--- src/rtl/writeback.sv ---
// writeback: final pipeline stage retiring register writes, stores (req/ack) and traps.
// Defining WRITEBACK_INSTRET_EN adds the 64-bit instret retired-instruction counter port.
module writeback #(
   parameter int STORE_TIMEOUT = 64
) (
   input  logic        clk,
   input  logic        reset,
   input  logic        ex_valid,
   output logic        ex_stall,
   input  logic [4:0]  ex_rd,
   input  logic [31:0] ex_rd_val,
   input  logic [31:0] ex_inst_pc,
   input  logic        ex_jump,
   input  logic [31:0] ex_jump_pc,
   input  logic        ex_exception_valid,
   input  logic [5:0]  ex_exception_num,
   input  logic [31:0] ex_exception_val,
   input  logic        ex_store_valid,
   input  logic [1:0]  ex_store_size,
   input  logic [31:0] ex_store_addr,
   input  logic [31:0] ex_store_val,
   output logic        mem_wr_req,
   output logic [31:0] mem_wr_addr,
   output logic [31:0] mem_wr_data,
   output logic [3:0]  mem_wr_strb,
   input  logic        mem_wr_ack,
   output logic        rf_wr_en,
   output logic [4:0]  rf_wr_rd,
   output logic [31:0] rf_wr_val,
   output logic        redirect_valid,
   output logic [31:0] redirect_pc,
   output logic        flush_out,
`ifdef WRITEBACK_INSTRET_EN
   output logic [63:0] instret,
`endif
   output logic        trap_valid,
   output logic [5:0]  trap_num,
   output logic [31:0] trap_val,
   output logic [31:0] trap_pc
);
   localparam int CW = $clog2(STORE_TIMEOUT);
   typedef enum logic {IDLE, STORE} state_t;
   state_t        state_q, state_d;
   logic [CW-1:0] cnt_q, cnt_d;
   logic          rf_en_q, rf_en_d, redir_q, redir_d, flush_q, flush_d, trap_q, trap_d;
   logic [4:0]    rf_rd_q, rf_rd_d;
   logic [31:0]   rf_val_q, rf_val_d, redir_pc_q, redir_pc_d;
   logic [5:0]    trap_num_q, trap_num_d;
   logic [31:0]   trap_val_q, trap_val_d, trap_pc_q, trap_pc_d;
   logic [31:0]   addr_q, addr_d, data_q, data_d, st_addr_q, st_addr_d, st_pc_q, st_pc_d;
   logic [3:0]    strb_q, strb_d;
   logic          accept, misaligned, bad_store, timeout;
   assign ex_stall   = (state_q == STORE) | flush_q;
   assign accept     = ex_valid & ~ex_stall;
   assign misaligned = (ex_store_size == 2'd1 & ex_store_addr[0]) | (ex_store_size == 2'd2 & |ex_store_addr[1:0]);
   assign bad_store  = ex_store_valid & (ex_store_size == 2'd3 | misaligned);
   assign timeout    = cnt_q == CW'(STORE_TIMEOUT - 1);
   always_comb begin
      state_d    = state_q;
      cnt_d      = cnt_q;
      rf_en_d    = 1'b0;
      rf_rd_d    = rf_rd_q;
      rf_val_d   = rf_val_q;
      redir_d    = 1'b0;
      redir_pc_d = redir_pc_q;
      flush_d    = 1'b0;
      trap_d     = 1'b0;
      trap_num_d = trap_num_q;
      trap_val_d = trap_val_q;
      trap_pc_d  = trap_pc_q;
      addr_d     = addr_q;
      data_d     = data_q;
      strb_d     = strb_q;
      st_addr_d  = st_addr_q;
      st_pc_d    = st_pc_q;
      if (state_q == STORE) begin
         cnt_d = cnt_q + 1'b1;
         if (mem_wr_ack) begin
            state_d = IDLE;
         end else if (timeout) begin
            state_d    = IDLE;
            trap_d     = 1'b1;
            flush_d    = 1'b1;
            trap_num_d = 6'd7;
            trap_val_d = st_addr_q;
            trap_pc_d  = st_pc_q;
         end
      end else if (accept) begin
         if (ex_exception_valid | bad_store) begin
            trap_d     = 1'b1;
            flush_d    = 1'b1;
            trap_pc_d  = ex_inst_pc;
            trap_num_d = ex_exception_valid ? ex_exception_num : ex_store_size == 2'd3 ? 6'd2 : 6'd6;
            trap_val_d = ex_exception_valid ? ex_exception_val : ex_store_addr;
         end else if (ex_store_valid) begin
            state_d   = STORE;
            cnt_d     = '0;
            st_addr_d = ex_store_addr;
            st_pc_d   = ex_inst_pc;
            addr_d    = {ex_store_addr[31:2], 2'b00};
            // byte and halfword data is replicated across lanes; the strobe picks the live lanes
            strb_d    = ex_store_size == 2'd0 ? 4'b0001 << ex_store_addr[1:0] :
                        ex_store_size == 2'd1 ? 4'b0011 << {ex_store_addr[1], 1'b0} : 4'hF;
            data_d    = ex_store_size == 2'd0 ? {4{ex_store_val[7:0]}} :
                        ex_store_size == 2'd1 ? {2{ex_store_val[15:0]}} : ex_store_val;
         end else begin
            rf_en_d  = |ex_rd;
            rf_rd_d  = ex_rd;
            rf_val_d = ex_rd_val;
            redir_d  = ex_jump;
            flush_d  = ex_jump;
            if (ex_jump) redir_pc_d = ex_jump_pc;
         end
      end
   end
   always_ff @(posedge clk) begin
      if (reset) begin
         state_q    <= IDLE;
         cnt_q      <= '0;
         rf_en_q    <= 1'b0;
         rf_rd_q    <= '0;
         rf_val_q   <= '0;
         redir_q    <= 1'b0;
         redir_pc_q <= '0;
         flush_q    <= 1'b0;
         trap_q     <= 1'b0;
         trap_num_q <= '0;
         trap_val_q <= '0;
         trap_pc_q  <= '0;
         addr_q     <= '0;
         data_q     <= '0;
         strb_q     <= '0;
         st_addr_q  <= '0;
         st_pc_q    <= '0;
      end else begin
         state_q    <= state_d;
         cnt_q      <= cnt_d;
         rf_en_q    <= rf_en_d;
         rf_rd_q    <= rf_rd_d;
         rf_val_q   <= rf_val_d;
         redir_q    <= redir_d;
         redir_pc_q <= redir_pc_d;
         flush_q    <= flush_d;
         trap_q     <= trap_d;
         trap_num_q <= trap_num_d;
         trap_val_q <= trap_val_d;
         trap_pc_q  <= trap_pc_d;
         addr_q     <= addr_d;
         data_q     <= data_d;
         strb_q     <= strb_d;
         st_addr_q  <= st_addr_d;
         st_pc_q    <= st_pc_d;
      end
   end
   assign mem_wr_req     = state_q == STORE;
   assign mem_wr_addr    = addr_q;
   assign mem_wr_data    = data_q;
   assign mem_wr_strb    = strb_q;
   assign rf_wr_en       = rf_en_q;
   assign rf_wr_rd       = rf_rd_q;
   assign rf_wr_val      = rf_val_q;
   assign redirect_valid = redir_q;
   assign redirect_pc    = redir_pc_q;
   assign flush_out      = flush_q;
   assign trap_valid     = trap_q;
   assign trap_num       = trap_num_q;
   assign trap_val       = trap_val_q;
   assign trap_pc        = trap_pc_q;
`ifdef WRITEBACK_INSTRET_EN
   logic [63:0] instret_q, instret_d;
   logic        retire;
   assign retire    = (state_q == STORE & mem_wr_ack) | (accept & ~ex_exception_valid & ~ex_store_valid);
   assign instret_d = retire ? instret_q + 64'd1 : instret_q;
   always_ff @(posedge clk) begin
      if (reset) instret_q <= '0;
      else instret_q <= instret_d;
   end
   assign instret = instret_q;
`endif
endmodule

--- config.mk ---
export PLATFORM = sky130hd
export DESIGN_NAME = writeback
export DESIGN_NICKNAME = d
export VERILOG_FILES = /design/src/rtl/writeback.sv
export SDC_FILE = /design/constraint.sdc
export NUM_CORES = 1
export LEC_CHECK = 0
export ABC_CLOCK_PERIOD_IN_PS = 4900
export CAP_MARGIN = 20
export CORE_AREA = 2 2 164 166
export DETAILED_ROUTE_END_ITERATION = 12
export DIE_AREA = 0 0 166 168
export GPL_ROUTABILITY_DRIVEN = 1
export PLACE_DENSITY = 0.81
export RECOVER_POWER = 50
export SYNTH_ARGS = -nofsm -noshare
export SYNTH_HDL_FRONTEND = slang
export SYNTH_SLANG_ARGS = --single-unit
--- constraint.sdc ---
create_clock -name clk -period 4.9 [get_ports clk]
set_input_delay 0.98 -clock clk [delete_from_list [all_inputs] [get_ports clk]]
set_output_delay 0.98 -clock clk [all_outputs]
set_load 0.01 [all_outputs]
== After elaboration in Yosys (flattened, before gate mapping) ==
Index checks and enable logic that the tools add are counted.

* Register bits after elaboration: 280
* Output and inout bits: 213

* Reductions and logical operators: 13
* Add/subtract/negate cells: 1
* Shift-type cells: 2
* Bitwise logic cells: 13
* Equality and inequality tests: 7
* Mux-type cells: 41

{| class="wikitable"
|+ Operators by type and width
! operator !! number
|-
| two-way mux 32 bit || 13
|-
| two-way mux 6 bit || 10
|-
| two-way mux 1 bit || 15
|-
| AND reduction 4 bit || 3
|-
| OR reduction 5 bit || 2
|-
| two-way mux 4 bit || 2
|-
| adder 6 x 1 -> 6 bit, second input constant || 1
|-
| equality test 6 bit, second input constant || 1
|-
| nonzero test 2 bit || 3
|-
| NOT 1 bit || 5
|-
| AND reduction 5 bit || 1
|-
| AND 1 bit || 4
|-
| equality test 2 bit, second input constant || 2
|-
| inequality test 2 bit, second input constant || 2
|-
| OR 1 bit || 4
|-
| OR reduction 4 bit || 1
|-
| << shifter 1 x 2 -> 4 bit, first input constant || 1
|-
| << shifter 2 x 2 -> 4 bit, first input constant || 1
|-
| two-way mux 3 bit || 1
|-
| AND reduction 3 bit || 1
|-
| equality test 2 x 1 -> 1 bit, second input constant || 1
|-
| zero test 2 bit || 1
|-
| inequality test 2 x 1 -> 1 bit, second input constant || 1
|-
| OR reduction 2 bit || 1
|}

== Depth between registers and ports, before layout ==
Gate-level depths: netlist (run 1).

* Word-level depth: 9
* Gate-level depth with buffers: 7
* Gate-level depth less buffers: 5

== Worst setup path before layout (run 1) ==
OpenSTA, ideal clock, no wires.

* Path kind: input to register
* From: input port ex_exception_valid
* To: register trap_val_q[14] (netlist: trap_val[14])
* Data required time: 4815 ps
* Path buffers: 3
* Setup time: 85 ps
* Stages: 7
* Path slack: 2739 ps
* Arrival time: 2076 ps
* Path through: buf_2 nand2b_1 o32a_1 buf_2 clkbuf_1 nand4b_1 o31ai_2

* Longest elaborated chain between the ends: 4

{| class="wikitable"
|+ Ends and longest elaborated chain
! item !! RTL line !! source
|-
| from (decl) || 15 || <nowiki>input logic ex_exception_valid,</nowiki>
|-
| two-way mux 32 bit || 94 || <nowiki>trap_val_d = ex_exception_valid ? ex_exception_val : ex_store_addr;</nowiki>
|-
| two-way mux 32 bit || 89 || <nowiki>if (ex_exception_valid | bad_store) begin</nowiki>
|-
| two-way mux 32 bit || 88 || <nowiki>end else if (accept) begin</nowiki>
|-
| two-way mux 32 bit || 76 || <nowiki>if (state_q == STORE) begin</nowiki>
|-
| to (signal assigned) || 146 || <nowiki>trap_val_q <= trap_val_d;</nowiki>
|-
| to (decl) || 49 || <nowiki>logic [31:0] trap_val_q, trap_val_d, trap_pc_q, trap_pc_d;</nowiki>
|}

Several ways; a longest one is shown, not always the timed one. The select of a mux whose other input is x is not followed.
A chain may end at the register's enable or synchronous reset.

== Final worst setup path (run 1) ==
* From: register state_q (netlist: mem_wr_req)
* To: output port ex_stall

* Longest elaborated chain between the ends: 1

{| class="wikitable"
|+ Ends and longest elaborated chain
! item !! RTL line !! source
|-
| from (decl) || 43 || <nowiki>state_t state_q, state_d;</nowiki>
|-
| from (signal assigned) || 136 || <nowiki>state_q <= state_d;</nowiki>
|-
| OR 1 bit || 53 || <nowiki>assign ex_stall = (state_q == STORE) | flush_q;</nowiki>
|-
| to (decl) || 9 || <nowiki>output logic ex_stall,</nowiki>
|}

No other way between the ends.

==> results of run 1 <==
==> worst max-delay path, cell delays in order, from the launching register on <==
cell and delay (ns):
sky130_fd_sc_hd__dfxtp_4 0.85, sky130_fd_sc_hd__or2_2 0.23, sky130_fd_sc_hd__clkdlybuf4s50_1 0.65
==> layout by cell type (no fill, tap or decap), types with 25 or more instances in the layout <==
cell type                           n
sky130_fd_sc_hd__dlygate4sd3_1    179
sky130_fd_sc_hd__nand2_1          312
sky130_fd_sc_hd__a211oi_1          25
sky130_fd_sc_hd__mux2i_1           80
sky130_fd_sc_hd__clkbuf_16         27
sky130_fd_sc_hd__a21oi_1          191
sky130_fd_sc_hd__nor2_1            58
sky130_fd_sc_hd__clkdlybuf4s50_1  241
sky130_fd_sc_hd__nor3_1            39
sky130_fd_sc_hd__nand4b_1          32
sky130_fd_sc_hd__dfxtp_1          249
==> logic make-up (layout without fill, tap and decap cells) <==
group	count (synthesis)	after routing
and+or+nand+nor	470	470
AOI/OAI and AO/OA	309	309
xor gates and xnor gates	2	2
adders and majority gates	1	1
other	1	4
buffers and inverters	147	493
muxes	80	80
DFF	250	250
==> metal layers <==
layer,track usage (%),share of wire [%],vias up
li1,-,-,4986
met1,27.66,39,4891
met2,42.16,49,431
met3,6.911,8.4,82
met4,8.355,3.5,0
met5,0,0,-
==> synthesized netlist by cell type (2+ instances only) <==
library cell	number
sky130_fd_sc_hd__o31ai_1	22
sky130_fd_sc_hd__nand3_1	5
sky130_fd_sc_hd__nand2_1	312
sky130_fd_sc_hd__dfxtp_1	250
sky130_fd_sc_hd__mux2i_1	80
sky130_fd_sc_hd__buf_6	8
sky130_fd_sc_hd__a21oi_1	191
sky130_fd_sc_hd__inv_1	2
sky130_fd_sc_hd__buf_2	38
sky130_fd_sc_hd__a211oi_2	20
sky130_fd_sc_hd__nand4b_1	32
sky130_fd_sc_hd__o21ai_0	10
sky130_fd_sc_hd__a311oi_1	12
sky130_fd_sc_hd__clkbuf_1	53
sky130_fd_sc_hd__and3_1	2
sky130_fd_sc_hd__nor2_1	59
sky130_fd_sc_hd__xor2_1	2
sky130_fd_sc_hd__a211oi_1	25
sky130_fd_sc_hd__o31ai_2	10
sky130_fd_sc_hd__nand2b_1	8
sky130_fd_sc_hd__buf_4	44
sky130_fd_sc_hd__nor3_1	39
sky130_fd_sc_hd__o211ai_1	12
==> worst min-delay path by stage <==
stage / startpoint / endpoint / slack (ns)
2_1_floorplan: st_pc_q[0]$_SDFFE_PP0P_ / st_pc_q[0]$_SDFFE_PP0P_ / 0.44
3_3_place_gp: st_pc_q[30]$_SDFFE_PP0P_ / st_pc_q[30]$_SDFFE_PP0P_ / 0.44
3_5_place_dp: mem_wr_data[5]$_SDFFE_PP0P_ / mem_wr_data[5]$_SDFFE_PP0P_ / 0.45
4_1_cts: mem_wr_data[5]$_SDFFE_PP0P_ / mem_wr_data[5]$_SDFFE_PP0P_ / 0.45
5_1_grt: st_pc_q[10]$_SDFFE_PP0P_ / st_pc_q[10]$_SDFFE_PP0P_ / 0.47
6_report: rf_wr_val[26]$_SDFFE_PP0P_ / rf_wr_val[26]$_SDFFE_PP0P_ / 0.45
==> per-stage QoR <==
step	power (W)	hold slack, ns
after global placement	0.002967	0.4410
after CTS	0.004989	0.4542
after floorplan	0.002560	0.4360
after global routing	0.005114	0.4700
after detailed placement	0.002980	0.4456
final	0.004916	0.4498
==> layout make-up <==
class | instances | area, um^2 | share of cell area (%)
inverter | 3 | 11.26 | 0.07192
tap | 341 | 426.7 | 2.725
multi-input combinational | 864 | 4942 | 31.56
timing repair buffer | 442 | 4393 | 28.06
antenna | 2 | 5.005 | 0.03196
sequential | 250 | 5009 | 31.99
clock inverter | 9 | 80.08 | 0.5114
clock buffer | 39 | 790.8 | 5.050
==> flip-flops by register name, summed over array words and instances, names as in the netlist <==
register        count
mem_wr_data        32
redirect_pc        32
rf_wr_val          32
st_addr_q          32
st_pc_q            32
trap_pc            32
trap_val           32
cnt_q               6
trap_num            6
rf_wr_rd            5
mem_wr_strb         4
flush_out           1
mem_wr_req          1
redirect_valid      1
rf_wr_en            1
trap_valid          1
==> report_power, final <==
group	switching, W	internal (W)	total, W
registers	0.0000509	0.00212	0.00217
clock network	0.000835	0.00117	0.00200
logic	0.000361	0.000380	0.000741
total	0.00125	0.00367	0.00492
==> impl_summary.txt, run 1 <==
----------------------------------------------------
[Job]
  Max-cap violation count ... 1

[Global routing]
  Vias in the first global route ... 10020
  Wire length of the first global-routing pass ... ~55000 um
  Sum of overflow across all layers after global routing ... 0
  Gr usage total ... 23.88%
  Maximum number of pins on one net before global-route repair ... 165
  Initial antenna violation count ... 2

[Drt]
  Via total after detailed routing ... roughly 10000
  Starting DRT DRC Count ... 636
  Wire length per cell ... 18.13 um
  WL final ... 35360 um
  Number of detailed-route iterations in the first pass ... 6
  DRC ... 0
  Via density ... ~5.3
  Number of nets with antenna violations after routing ... 0

[Floorplanning]
  Chip Width ... 166 um
  Height of the chip ... between 150 and 200 um
  Boundary pin count ... 425
  Floorplan row count ... 60
  Area enclosed by the die boundary ... 0.02789 mm^2
  Starting density of the core ... 40.76%
  Placeable core area ... 0.02635 mm^2

[Worst setup path]
  Setup CP Type ... reg2out
  Kind of start point of the critical path ... flop
  Worst reg2reg path depth ... 6
  Crit Reg-Reg Startpoint ... mem_wr_req$_SDFF_PP0_
  Terminus of the critical flop-to-flop path ... rf_wr_val[6]$_SDFFE_PP0P_
  Origin of the worst setup path ... mem_wr_req$_SDFF_PP0_
  CP Capture Type ... primary output
  Flop2flop setup slack ... 1.95 ns
  Critical path data arrival time ... 2.26 ns
  Required time of the critical path ... 3.92 ns
  Critical Path End ... ex_stall
  Crit-path max FO ... 52

[Final layout]
  Layout cells sized above 1 ... under 10%
  Area Overhead vs Synth ... 45.78%
  Final std cells w/o fill ... 1950
  Post-layout nets ... 1801
  Count of fill cells added during filler insertion ... between 2000 and 2500
  Final non-filler cell area ... 0.01566 mm^2
  Utilization of the core after routing ... 59.42%

[Synthesis]
  Synth Area in Compound Gates ... 18.57%
  Area share of the leading cell type in the synthesized netlist ... a little under half
  Mean post-synth cell area ... about 8.5 um^2
  Count of mapped cells out of synthesis ... 1260
  EDFF count, synth ... 0
  Total of flip-flops plus latches after synthesis ... 250
  Share of cell area taken by muxes after synthesis ... under 10%
  Netlist area before placement ... 0.01074 mm^2
  Yosys top cell by area ... sky130_fd_sc_hd__dfxtp_1
  Top post-synthesis cells by area ... sky130_fd_sc_hd__dfxtp_1, sky130_fd_sc_hd__nand2_1, sky130_fd_sc_hd__a21oi_1
  Share of synthesized cell area in full adder, half adder and majority cells ... 0.1165%
  Fraction of the yosys area taken by sequential cells ... 46.60%
  Share of synthesized registers carrying an async set or reset ... 0%
  Simple-gate portion of the synthesized area ... between 10% and 20%
  Xor-xnor portion of the synthesized cell area ... less than 1%
  Primary flip-flop cell chosen by synthesis mapping ... sky130_fd_sc_hd__dfxtp_1
  Dominant combinational cell family by area after synthesis ... simple AND/OR/NAND/NOR gates
  Number of distinct library cells after synthesis ... 47
  Warnings, synthesis ... 0

[Clock network]
  Post CTS Setup Buffer Count ... 0
  Buffer levels on the longest clock path ... 3
  CTS HTree Levels ... 1
  Insertion delay to the later sink of the worst-skew pair ... 0.54 ns
  Clock transition at the registers of the reported paths ... 0.06 ns
  CTS buffer count ... 27
  CTS tree ... done
  Hold bufs inserted after CTS ... 0
  Clk sink count ... 250
  Root Buffer ... sky130_fd_sc_hd__clkbuf_16
  Post_cts resized ... 0

[Timing]
  Setup TNS ... 0 ns
  Unrepaired setup endpoints after global routing ... no
  Final setup violating endpoints ... 0
  Slew @ Worst Pin ... 1.707 ns
  Minimum clock period ... roughly 3.2 ns
  Fmax ... 308.9 MHz
  Final Hold Fails ... 0
  Rel. slew slack ... -13.80%
  Setup Skew ... 0.01278 ns
  Worst setup slack after layout ... 1.663 ns
  Final number of max-transition violations ... 40
  Final period util ... 66.06%

[Hold path]
  Path type of the worst min-delay path ... reg2reg
  Hold Crit Depth ... 2

[Power and ir drop]
  Reported leakage power ... 5.933 nW
  Peak VDD IR ... 0.2281 mV
  Power Dens Cells ... between 300 and 400 mW/mm^2

[Placement]
  Setup slack at placement ... between 1 and 1.5 ns
  Area post-placement ... 0.01478 mm^2
  Weighted congestion reported at the end of routability-driven placement ... 0.8634
  DP Wirelength ... 24220 um
  Port-buffer cells ... 422
  Count of placed standard cells including taps ... between 1500 and 2000

[Status]
  Violations in the final reports ... capacitance limit, slew limit
  Result of the run ... finished, violations left

----------------------------------------------------
Power figures use the tool's default switching activity.
==> inputs of run 2 (changes only) <==
- ABC_CLOCK_PERIOD_IN_PS: 4900 -> 2800
- CORE_AREA: 2 2 164 166 -> 2 2 187 152
- DIE_AREA: 0 0 166 168 -> 0 0 189 154
- PLACE_DENSITY: 0.81 -> 0.82
- clock period: 4.9 -> 2.8 ns (I/O delays scaled with it)
==> run 2 against run 1 <==
Effect of this change: the run now ends clean; clock skew down 0.0044 ns; cell count up 1.6%; count of clock-buffer cells in the layout down 2; flip-flop and latch count unchanged; hold slack worse by 0.00057 ns; via count up 0.47%; critical path type is now in2reg.
==> impl_summary.txt, run 2 (synthesis gave the netlist of run 1 again) <==
----------------------------------------------------
[Floorplanning]
  Floorplan row count ... 54 (-10%)
  Chip Width ... 189 um (+14%)
  Height of the chip ... 154 um (-8.3%)
  Area enclosed by the die boundary ... 0.02911 mm^2 (+4.4%)
  Boundary pin count ... 425 (unchanged)
  Placeable core area ... 0.02709 mm^2 (+2.8%)
  Starting density of the core ... 39.64% (-1.1 points)

[Placement]
  Weighted congestion reported at the end of routability-driven placement ... 0.8516 (-1.4%)
  DP Wirelength ... 25310 um (+4.5%)
  Count of placed standard cells including taps ... 1936 (+1.9%)
  Setup slack at placement ... 0.05048 ns (-1.321 ns)
  Port-buffer cells ... 422 (unchanged)

[Timing]
  Final setup violating endpoints ... 0 (unchanged)
  Setup TNS ... 0 ns (unchanged)
  Setup Skew ... 0.008340 ns (-0.004439 ns)
  Unrepaired setup endpoints after global routing ... no
  Final Hold Fails ... 0 (unchanged)
  Minimum clock period ... 2.585 ns
  Slew @ Worst Pin ... 1.015 ns (-0.6923 ns)
  Final period util ... around 92%
  Worst setup slack after layout ... 0.2147 ns (-1.448 ns)
  Fmax ... 386.8 MHz
  Post-Route Hold Slack ... 0.4492 ns (-0.0005700 ns)
  Rel. slew slack ... 32.20% (+46 points)
  Final number of max-transition violations ... 0 (-100%)

[Drt]
  WL final ... 36000 um (+1.8%)
  Met2 routed WL ... 17470 um (+0.27%)
  Via total after detailed routing ... 10440 (+0.47%)
  Detailed-routed wire length on met3 ... 3242 um (+8.9%)
  Number of detailed-route iterations in the first pass ... 5 (-1)
  DRC ... 0 (unchanged)
  Metal1 wirelength ... 13730 um (about the same)
  Number of nets with antenna violations after routing ... 0 (unchanged)
  Via density ... 5.267 (-1.2%)
  Starting DRT DRC Count ... 603 (-5.2%)
  Wire length per cell ... 18.16 um (+0.17%)
  Highest routed layer ... met4

[Hold path]
  Path type of the worst min-delay path ... reg2reg
  Hold Crit Depth ... 2 (unchanged)
  WHS Endpoint ... redirect_pc[0]$_SDFFE_PP0P_
  Hold Path Origin ... redirect_pc[0]$_SDFFE_PP0P_

[Power and ir drop]
  Peak VDD IR ... 0.3765 mV (+65%)
  Overall Power ... 0.008578 W (+75%)
  Power Dens Cells ... 542.7 mW/mm^2 (+73%)
  Reported leakage power ... 5.908 nW (-0.42%)

[Final layout]
  Most frequent standard cell in the layout excluding fill and tap cells ... sky130_fd_sc_hd__nand2_1
  Layout cells sized above 1 ... 6.737% (+0.39 points)
  Final std cells w/o fill ... 1982 (+1.6%)
  N_diodes ... 0 (-2)
  Post-layout nets ... 1814 (+0.72%)
  Commonest cells after routing, fill and taps aside ... sky130_fd_sc_hd__nand2_1, sky130_fd_sc_hd__clkdlybuf4s50_1, sky130_fd_sc_hd__dfxtp_1
  Area Overhead vs Synth ... 47.17%
  Count of fill cells added during filler insertion ... 2314 (+3.0%)

[Worst setup path]
  Required time of the critical path ... 3.22 ns (-0.70 ns)
  CP Capture Type ... flop
  Worst reg2reg path depth ... 7 (+1)
  Critical path data arrival time ... 3.00 ns (+0.74 ns)
  Terminus of the critical flop-to-flop path ... redirect_pc[8]$_SDFFE_PP0P_
  Kind of start point of the critical path ... input port
  Setup CP Type ... in2reg
  Flop2flop setup slack ... 0.35 ns (-1.60 ns)
  Crit Reg-Reg Startpoint ... mem_wr_req$_SDFF_PP0_
  Crit-path max FO ... 17 (-67%)

[Clock network]
  CTS buffer count ... 27 (unchanged)
  Clock transition at the registers of the reported paths ... 0.06 ns (about the same)
  CTS tree ... done
  Post CTS Setup Buffer Count ... 0 (unchanged)
  Hold bufs inserted after CTS ... 0 (unchanged)
  Insertion delay to the later sink of the worst-skew pair ... 0.52 ns (-0.02 ns)
  Buffer levels on the longest clock path ... 3 (unchanged)
  Clk sink count ... 250 (unchanged)
  Root Buffer ... sky130_fd_sc_hd__clkbuf_16
  CTS HTree Levels ... 1 (unchanged)
  Post_cts resized ... 0 (unchanged)

[Global routing]
  Initial antenna violation count ... 0 (-2)
  Wire length of the first global-routing pass ... 54610 um (-0.23%)
  Gr usage total ... 23.23% (-0.65 points)
  Vias in the first global route ... 10180 (+1.6%)
  Sum of overflow across all layers after global routing ... 0 (unchanged)
  Maximum number of pins on one net before global-route repair ... 129 (-22%)

[Job]
  Max-cap violation count ... 0 (-1)

[Status]
  Result of the run ... complete, no violations

----------------------------------------------------
-- run 2: area by class of cell --
| cell class | instances | area, um^2 | share of cell area (%) |
|---|---|---|---|
| timing repair buffer | 455 | 4547 | 28.77 |
| clock inverter | 9 | 106.4 | 0.6728 |
| tap | 364 | 455.4 | 2.881 |
| multi-input combinational | 864 | 4935 | 31.22 |
| sequential | 250 | 5009 | 31.69 |
| clock buffer | 37 | 743.2 | 4.702 |
| inverter | 3 | 11.26 | 0.07124 |
-- run 2: layer usage --
layer	vias to the layer above	global-route usage, %
met5	-	0
met4	0	10.04
met3	92	6.985
met2	434	40.50
met1	4900	26.27
li1	5013	-
-- run 2: power by group --
group | total [W] | internal (W) | switching (W)
combinational | 0.00134 | 0.000691 | 0.000648
sequential | 0.00379 | 0.00371 | 0.0000864
clock | 0.00344 | 0.00203 | 0.00141
total | 0.00858 | 0.00643 | 0.00215
-- run 2: metrics by stage --
stage / instance area, um^2 / util [%]
floorplan: 10740 / -
global placement: 15000 / 55.35
detailed placement: 15000 / 55.35
CTS: 15850 / 58.48
global route: 15810 / 58.34
finish: 15810 / 58.34
-- run 2: critical path, stage by stage --
cell and delay (ns):
sky130_fd_sc_hd__dlygate4sd3_1 0.61, sky130_fd_sc_hd__a21oi_1 0.18, sky130_fd_sc_hd__clkbuf_1 0.22, sky130_fd_sc_hd__o211a_1 0.66
sky130_fd_sc_hd__clkbuf_2 0.41, sky130_fd_sc_hd__nor2_1 0.07, sky130_fd_sc_hd__a311oi_1 0.28
-- run 2: how the worst max path moves through the flow --
stage | from | end | slack (ns)
floorplan | ex_exception_valid | trap_val[14]$_SDFFE_PP0P_ | 1.06
global placement | ex_store_valid | trap_val[7]$_SDFFE_PP0P_ | 0.10
detailed placement | ex_store_valid | trap_val[22]$_SDFFE_PP0P_ | 0.05
CTS | mem_wr_req$_SDFF_PP0_ | mem_wr_req | 0.20
global route | ex_store_addr[0] | st_pc_q[27]$_SDFFE_PP0P_ | 0.09
finish | ex_store_addr[0] | mem_wr_data[10]$_SDFFE_PP0P_ | 0.21
